## src/rtl/calc_pkg.sv

```systemverilog
// calc_pkg: shared types and constants for the accumulating calculator.
//   op_t     - operation encoding applied on each request pulse
//   HEX_SEG  - active-low 7-segment patterns for hex digits 0..F,
//              bit 0 = segment a ... bit 6 = segment g
package calc_pkg;

    typedef enum logic [1:0] {
        OP_ADD   = 2'b00,
        OP_SUB   = 2'b01,
        OP_LOAD  = 2'b10,
        OP_CLEAR = 2'b11
    } op_t;

    // Element 0 is the rightmost entry of the pattern below.
    localparam logic [15:0][6:0] HEX_SEG = '{
        7'h0E, // F
        7'h06, // E
        7'h21, // d
        7'h46, // C
        7'h03, // b
        7'h08, // A
        7'h10, // 9
        7'h00, // 8
        7'h78, // 7
        7'h02, // 6
        7'h12, // 5
        7'h19, // 4
        7'h30, // 3
        7'h24, // 2
        7'h79, // 1
        7'h40  // 0
    };

endpackage

```

## src/rtl/hex7seg_dec.sv

```systemverilog
// hex7seg_dec: combinational hex nibble to active-low 7-segment decoder.
// Ports:
//   nibble  in   4  hex value 0..F
//   seg     out  7  active-low segments, seg[0]=a ... seg[6]=g
module hex7seg_dec
    import calc_pkg::*;
(
    input  logic [3:0] nibble,
    output logic [6:0] seg
);

    always_comb begin
        seg = HEX_SEG[nibble];
    end

endmodule

```

## src/rtl/calc_accum_display.sv

```systemverilog
// calc_accum_display: accumulating calculator core with multiplexed hex display.
// The operand is the population count of in_bits; add/sub/load/clear are applied
// once per debounced rising edge of add_req. The accumulator drives a
// time-multiplexed DIGITS-digit hex display.
// Build option: define CALC_SATURATE_EN to clamp add/sub results at the range
// limits instead of wrapping (ovf is set either way).
// Ports:
//   clk      in   1       system clock, rising edge
//   reset    in   1       asynchronous active-high reset
//   in_bits  in   N_IN    operand switches (operand = popcount)
//   op       in   2       00 add, 01 sub, 10 load, 11 clear
//   add_req  in   1       asynchronous request button level
//   acc      out  ACC_W   accumulator value
//   ovf      out  1       sticky overflow/underflow flag
//   seg      out  7       active-low segments of the lit digit
//   dig_en   out  DIGITS  active-low one-hot digit enable
module calc_accum_display
    import calc_pkg::*;
#(
    parameter int unsigned N_IN     = 4,
    parameter int unsigned ACC_W    = 8,
    parameter int unsigned DIGITS   = 2,
    parameter int unsigned SCAN_DIV = 50000
) (
    input  logic              clk,
    input  logic              reset,
    input  logic [N_IN-1:0]   in_bits,
    input  logic [1:0]        op,
    input  logic              add_req,
    output logic [ACC_W-1:0]  acc,
    output logic              ovf,
    output logic [6:0]        seg,
    output logic [DIGITS-1:0] dig_en
);

    localparam int unsigned CNT_W = (SCAN_DIV > 1) ? $clog2(SCAN_DIV) : 1;
    localparam int unsigned IDX_W = (DIGITS > 1) ? $clog2(DIGITS) : 1;
    localparam int unsigned PAD_W = (DIGITS * 4 > ACC_W) ? DIGITS * 4 : ACC_W;

    // ---------------- request synchroniser and edge detect ----------------
    // All three flops reset high so a button held through reset never fires.
    logic sync1_q, sync2_q, hist_q;
    logic req_pulse;

    always_ff @(posedge clk or posedge reset) begin
        if (reset) begin
            sync1_q <= 1'b1;
            sync2_q <= 1'b1;
            hist_q  <= 1'b1;
        end else begin
            sync1_q <= add_req;
            sync2_q <= sync1_q;
            hist_q  <= sync2_q;
        end
    end

    assign req_pulse = sync2_q & ~hist_q;

    // ---------------- operand and ALU ----------------
    logic [ACC_W:0]   operand;
    logic [ACC_W:0]   sum_w;
    logic [ACC_W:0]   diff_w;
    logic [ACC_W-1:0] acc_q, acc_d;
    logic             ovf_q, ovf_d;

    always_comb begin
        operand = '0;
        for (int i = 0; i < int'(N_IN); i++) begin
            operand = operand + {{ACC_W{1'b0}}, in_bits[i]};
        end
    end

    // The extra top bit is the carry on add and the borrow on sub.
    assign sum_w  = {1'b0, acc_q} + operand;
    assign diff_w = {1'b0, acc_q} - operand;

    always_comb begin
        acc_d = acc_q;
        ovf_d = ovf_q;
        if (req_pulse) begin
            case (op_t'(op))
                OP_ADD: begin
                    acc_d = sum_w[ACC_W-1:0];
                    if (sum_w[ACC_W]) begin
                        ovf_d = 1'b1;
`ifdef CALC_SATURATE_EN
                        acc_d = '1;
`endif
                    end
                end
                OP_SUB: begin
                    acc_d = diff_w[ACC_W-1:0];
                    if (diff_w[ACC_W]) begin
                        ovf_d = 1'b1;
`ifdef CALC_SATURATE_EN
                        acc_d = '0;
`endif
                    end
                end
                OP_LOAD: begin
                    acc_d = operand[ACC_W-1:0];
                end
                OP_CLEAR: begin
                    acc_d = '0;
                    ovf_d = 1'b0;
                end
                default: begin
                    acc_d = acc_q;
                end
            endcase
        end
    end

    always_ff @(posedge clk or posedge reset) begin
        if (reset) begin
            acc_q <= '0;
            ovf_q <= 1'b0;
        end else begin
            acc_q <= acc_d;
            ovf_q <= ovf_d;
        end
    end

    assign acc = acc_q;
    assign ovf = ovf_q;

    // ---------------- display scan ----------------
    logic [CNT_W-1:0]  cnt_q;
    logic [IDX_W-1:0]  idx_q;
    logic [PAD_W-1:0]  acc_pad;
    logic [3:0]        nibble;
    logic [6:0]        seg_dec;
    logic [6:0]        seg_q;
    logic [DIGITS-1:0] dig_en_q;

    always_ff @(posedge clk or posedge reset) begin
        if (reset) begin
            cnt_q <= '0;
            idx_q <= '0;
        end else if (cnt_q == CNT_W'(SCAN_DIV - 1)) begin
            cnt_q <= '0;
            idx_q <= (idx_q == IDX_W'(DIGITS - 1)) ? '0 : idx_q + 1'b1;
        end else begin
            cnt_q <= cnt_q + 1'b1;
        end
    end

    // Nibbles above ACC_W read as zero via the zero-extended copy.
    assign acc_pad = PAD_W'(acc_q);
    assign nibble  = acc_pad[{idx_q, 2'b00} +: 4];

    hex7seg_dec u_dec (
        .nibble (nibble),
        .seg    (seg_dec)
    );

    always_ff @(posedge clk or posedge reset) begin
        if (reset) begin
            seg_q    <= 7'b1000000;
            dig_en_q <= ~DIGITS'(1);
        end else begin
            seg_q    <= seg_dec;
            dig_en_q <= ~(DIGITS'(1) << idx_q);
        end
    end

    assign seg    = seg_q;
    assign dig_en = dig_en_q;

endmodule

```

## config.mk

```make
export PLATFORM = sky130hd
export DESIGN_NAME = calc_accum_display
export DESIGN_NICKNAME = d
export VERILOG_FILES = /design/src/rtl/calc_pkg.sv /design/src/rtl/hex7seg_dec.sv /design/src/rtl/calc_accum_display.sv
export SDC_FILE = /design/constraint.sdc
export NUM_CORES = 1
export LEC_CHECK = 0
export ABC_AREA = 1
export ABC_CLOCK_PERIOD_IN_PS = 1590
export CAP_MARGIN = 20
export CORE_MARGIN = 2
export CORE_UTILIZATION = 51
export DETAILED_ROUTE_END_ITERATION = 8
export PLACE_DENSITY = 0.85
export RECOVER_POWER = 100
export SETUP_SLACK_MARGIN = 0.3
export SLEW_MARGIN = 20
export SYNTH_ARGS = -nofsm -noshare
export SYNTH_HDL_FRONTEND = slang
export SYNTH_HIERARCHICAL = 1
export SYNTH_SLANG_ARGS = --single-unit
```

## constraint.sdc

```tcl
create_clock -name clk -period 1.59 [get_ports clk]
set_input_delay 0.159 -clock clk [delete_from_list [all_inputs] [get_ports clk]]
set_output_delay 0.159 -clock clk [all_outputs]
set_load 0.1 [all_outputs]
```

; ---- Word level (Yosys, flattened, before mapping)
; Memories as Yosys holds them, arrays and structs flattened. A register that Yosys moved wholly into a read port is not among the register bits.
; Cells that the tools add are included.
[word_totals]
regBits = 31
latch_bits = 0
mem_bits_rw = 0
rom_bits = 112
in_bits = 9
output_inout_bits = 18
wordCells = 36
n_memories = 1
[memory_table]
columns = name, depth, width, rd, rd_clocked_by_memory_dff, wr, line_no
row1 = (no name shown), 16, 7, 1, 1, 0, hex7seg_dec.sv:13  ; seg = HEX_SEG[nibble];
[classes]
addsub = 7
mul = 0
n_div = 0
n_lt_le_gt_ge = 0
n_eq_ne = 6
shift = 2
muxes = 6
bitwise_logic = 3
n_reduce_logical = 3
[ops]
columns = cell, n
row1 = one-hot mux 8 bit (4 select lines), 1
row2 = adder 16 x 1 -> 16 bit (second input constant), 1
row3 = equality test 16 bit (second input constant), 1
row4 = 2-to-1 mux 16 bit, 1
row5 = adder 8 x 4 -> 9 bit, 1
row6 = subtractor 8 x 4 -> 9 bit, 1
row7 = indexed part select 8 x 4 -> 4 bit, 1
row8 = adder 3 x 1 -> 4 bit, 1
row9 = equality test 2 bit (second input constant), 2
row10 = inequality test 2 bit (second input constant), 2
row11 = AND reduction 4 bit, 1
row12 = adder 2 x 1 -> 3 bit, 1
row13 = 2-to-1 mux 1 bit, 3
row14 = one-hot mux 1 bit (3 select lines), 1
row15 = nonzero test 3 bit, 1
row16 = adder 1 x 1 -> 2 bit, 1
row17 = equality test 2 x 1 -> 1 bit (second input constant), 1
row18 = zero test 2 bit, 1
row19 = NOT 2 bit, 1
row20 = left shift 1 x 1 -> 2 bit (first input constant), 1
row21 = adder 1 bit (second input constant), 1
row22 = AND 1 bit, 1
row23 = NOT 1 bit, 1

; ---- Logic depth before layout (Yosys ltp)
[logic_depth]
depth_word = 6
depth_mapped = 16
depth_no_buf = 15

; ---- Modules after synthesis
; Netlist, hierarchy kept.
[by_module_without_submodules]
columns = mod, instances, cells_each, area_each_um2, seq_area_each_um2
row1 = calc_accum_display, 1, 278, 2260.9, 957.2
row2 = hex7seg_dec, 1, 49, 274.0, 0.0

; ---- Worst setup path after synthesis
; OpenSTA, ideal clock, no wires.
[synth_path]
kind = reg2reg
start = register acc_q[1], in the netlist acc[1]
end = register seg_q[3], in the netlist seg[3]
setup_ps = 117
arrival_time_ps = 2309
t_required_ps = 1473
path_slack_ps = -836
stages_incl_launch_ff = 8
n_path_buf = 0
period_less_slack_ps = 2426
path_cell_list = dfrtp_1 inv_1 o21ai_0 inv_1 ha_1 nand2_1 nand3_1 nand2_1
[synth_between]
elab_chain_len = 1
[synth_rtl]
columns = item, line_no
row1 = start: declaration, calc_accum_display.sv:63  ; logic [ACC_W-1:0] acc_q, acc_d;
row2 = start signal: assignment, calc_accum_display.sv:116  ; acc_q <= '0;
row3 = start signal: assignment, calc_accum_display.sv:119  ; acc_q <= acc_d;
row4 = indexed part select 8 x 4 -> 4 bit, calc_accum_display.sv:150  ; assign nibble = acc_pad[{idx_q, 2'b00} +: 4];
row5 = net nibble[1], calc_accum_display.sv:131  ; logic [3:0] nibble;
row6 = end: declaration, calc_accum_display.sv:133  ; logic [6:0] seg_q;
; The timed path passes the listed nets, and every way through them passes these cells.
; A chain may end at the register's enable or synchronous reset.

; ---- Final worst setup path
[layout_path]
start = input port in_bits[3]
end = register acc_q[6], in the netlist acc[6]
[layout_between]
elab_chain_len = 3
elab_cells_between_ends = 4
cone_classes = add/sub: 3 / mux: 1
[layout_rtl]
columns = item, line_no
row1 = start: declaration, calc_accum_display.sv:27  ; input logic [N_IN-1:0] in_bits,
row2 = adder 3 x 1 -> 4 bit (*), calc_accum_display.sv:69  ; operand = operand + {{ACC_W{1'b0}}, in_bits[i]};
row3 = subtractor 8 x 4 -> 9 bit or adder 8 x 4 -> 9 bit (tied branches), "calc_accum_display.sv:75, calc_accum_display.sv:74"
row4 = one-hot mux 8 bit (4 select lines) (*), calc_accum_display.sv:81  ; case (op_t'(op))
; Every way passes the cells marked *; elsewhere a longest branch is shown, timed or not.

==> summary.md <==
| Metric | Value |
|---|---|
| Cell family with most CP delay | `adder cells` |
| FF-to-FF Start | `acc[0]` |
| Share of layout cells above drive strength 1 | `51.0%` |
| CTS buffer count | `5` |
| CP Capture Type | `flip-flop` |
| Crit path buffers/inverters | `2` |
| Antenna diodes | `0` |
| Final worst slack | `-0.624 ns` |
| Worst-path maximum fanout | `3` |
| DR pass1 iterations | `7` |
| Worst rel slew slack | `32.1%` |
| DR WL met2 | `5110 microns` |
| Slew Limit Fails | `0` |
| Arrival @ worst endpoint | `2.40 ns` |
| Post-Syn Nets | `between 300 and 400` |
| Routed vias | `2870` |
| I/O pin total | `27` |
| Dpl ws | `-1.12 ns` |
| Starting Density | `53.3%` |
| Largest net degree at the start of global routing | `39` |
| DR DRC count | `0` |
| Status | `finished, violations left` |
| P per Cell Area | `about 1400 nW/um^2` |
| Final Hold Viols | `0` |
| Hold Path Depth | `0` |
| First-pass GRT wire length | `11500 microns` |
| Reg2reg end | `acc[6]` |
| Fraction of registers with async set/reset | `100%` |
| Tcrit/Tclk final | `139%` |
| Synthesized area | `2530 sq um` |
| Top sig layer | `met4` |
| FF-to-FF path depth | `10` |
| Final nets | `442` |
| Crit path cell chain | `buf_6, fa_1, ha_4, ha_4, inv_4, fa_2, o21ai_4, nand3b_1, nand4_1, nand2_1, nand2_1, nand2_1` |
| Mean post-synth cell area | `approximately 7.8 sq um` |
| CP Data Required Time | `1.78 ns` |
| Final Hold Slack | `0.365 ns` |
| Overflow after GRT | `0` |
| Crit-path most repeated cell | `nand2_1` |
| GRT Resource Usage Total | `27.2%` |
| GP Congestion | `0.912` |
| Die area | `5550 sq um` |
| Hold Path Sink | `sync2_q` |
| Worst Skew | `0.0118 ns` |
| Post-route minimum period | `2.21 ns` |
| Top-count cell post-synth | `nand2_1` |
| Synth unique cells | `35` |
| H-Tree Depth | `2` |
| Fmax | `452 MHz` |
| Clock Latency Late Sink | `around 0.31 ns` |
| Post-DR wirelength/cell | `21.1 microns` |
| Metal1 wirelength | `3500 microns` |
| Final setup viols | `10` |
| Worst-margin pin slew | `1.02 ns` |
| Top cell type's share of synthesized area | `32.6%` |
| Primary FF master, synth | `dfrtp_1` |
| Chip height | `between 70 and 80 microns` |
| 1st-iter DRT viols | `361` |
| Maxcap violations | `0` |
| Post-synth EDFFs | `0` |
| Root buffer cell | `clkbuf_8` |
| Register area share after synthesis | `37.8%` |
| CTS tree | `yes` |
| Vias per cell | `6.02` |
| Final HPWL DP | `4630 microns` |
| Warnings from Yosys | `6` |
| Std-Cell Rows | `25` |
| Final wirelength | `just over 10000 microns` |
| Min-delay src | `sync1_q` |
| Core box area | `4750 sq um` |
| CTS sink count | `38` |
| Leak Pwr | `between 0.0015 and 0.002 uW` |
| Area leader, netlist | `dfrtp_1` |
| Critical Setup Path Class | `primary input to flip-flop` |
| Synth top area cells | `dfrtp_1 33%, nand2_1 13%, ha_1 10%, inv_1 7.3%, nand3_1 5.7%` |
| Top cells by count, synth | `87 x nand2_1, 49 x inv_1, 33 x dfrtp_1` |
| R2r setup slk | `-0.36 ns` |
| Failing checks | `setup timing` |
| Area Overhead vs Synth | `66.6%` |
| Seq cells post-synth | `38` |
| CTS clk-pin slew, worst paths | `roughly 0.08 ns` |
| Met3 WL | `896 microns` |
| Max Root-Sink Buffers | `2` |
| Initial antenna violation count | `0` |
| Die width | `74.5 microns` |
| Slowest CP cell | `fa_1` |
| Hold Path Class | `flip-flop to flip-flop` |
| Remaining antenna violation count | `0` |
| Startpoint types | `primary input` |
| IO Port Bufs | `26` |
| RSZ-0062 raised after global routing | `true` |
| Critical Path Stages | `12` |
| Gate Count Post-Synth | `327` |
| Slowest Stage Delay on Critical Path | `0.52 ns` |
| Setup TNS Final | `-4.03 ns` |
| VDD IR max | `approximately 1.1 mV` |
| Vias in the first global route | `2479` |
## through the flow
step,area [sq um],util [%],power [uW],instances
2_1_floorplan,2690,-,3050,327
3_3_place_gp,3320,69.8,3980,432
3_5_place_dp,3320,69.8,4020,432
4_1_cts,3690,77.6,5120,455
5_1_grt,4220,88.8,5960,477
6_report,4220,88.8,5790,477
## cell families (layout without fill, tap and decap cells)
logic type | Yosys count | after routing | synth area share [%]
and+or+nand+nor | 163 | 163 | 28.9
buffers and inverters | 60 | 143 | 9.58
DFF | 38 | 38 | 37.8
AOI/OAI and AO/OA | 34 | 34 | 8.29
adders and majority gates | 24 | 24 | 12.7
xor gates and xnor gates | 8 | 8 | 2.76
## repair_timing
item / in CTS / in global routing
pin swaps: 27 / 50
hold buffers: 0 / 0
buffers inserted: 15 / 22
endpoints found under the setup margin: 30 / 32
resized for setup: 48 / 88
## worst max-delay path by stage
stage              to       start
5_1_grt        acc[6]  in_bits[3]
4_1_cts           ovf  in_bits[0]
3_5_place_dp      ovf  in_bits[3]
2_1_floorplan     ovf  in_bits[3]
6_report       acc[6]  in_bits[3]
3_3_place_gp      ovf  in_bits[3]
## cells in the final DEF, fill, tap and decap left out, types with 7 or more instances in the layout
master / instances
nand2_1: 68
buf_4: 38
inv_1: 33
nor2_1: 24
dfrtp_1: 21
buf_6: 18
buf_12: 18
nand2_2: 15
nand3_1: 13
ha_4: 13
nand3_2: 12
inv_4: 11
o21ai_2: 10
inv_2: 9
nand3_4: 8
xor2_1: 7
ha_1: 7
## final cells by class
class / count / area, sq um
clock buffers: 6 / 82.6
clock inverters: 2 / 60.1
fillers: 194 / 532
inverters: 54 / 230
multi-input cells: 229 / 1870
flip-flops and latches: 38 / 987
well taps: 67 / 83.8
repair buffers: 81 / 908
## routing by layer
layer  GRT usage, %  up-vias
li1               -     1212
met1           35.6     1358
met3           5.15       68
met5              0        -
met2           46.3      232
met4           7.74        0
## sequential cells by signal, indices dropped and copies added (netlist names)
| name | flops |
|---|---|
| ovf | 1 |
| cnt_q | 16 |
| acc | 8 |
| hist_q | 1 |
| idx_q | 1 |
| sync1_q | 1 |
| sync2_q | 1 |
| seg | 7 |
| dig_en | 2 |
## where the power goes
group / internal (uW) / switching, uW
Combinational: 1270 / 2090
Clock: 670 / 395
Sequential: 1140 / 218
No activity file was read; power rests on OpenSTA's default activity.
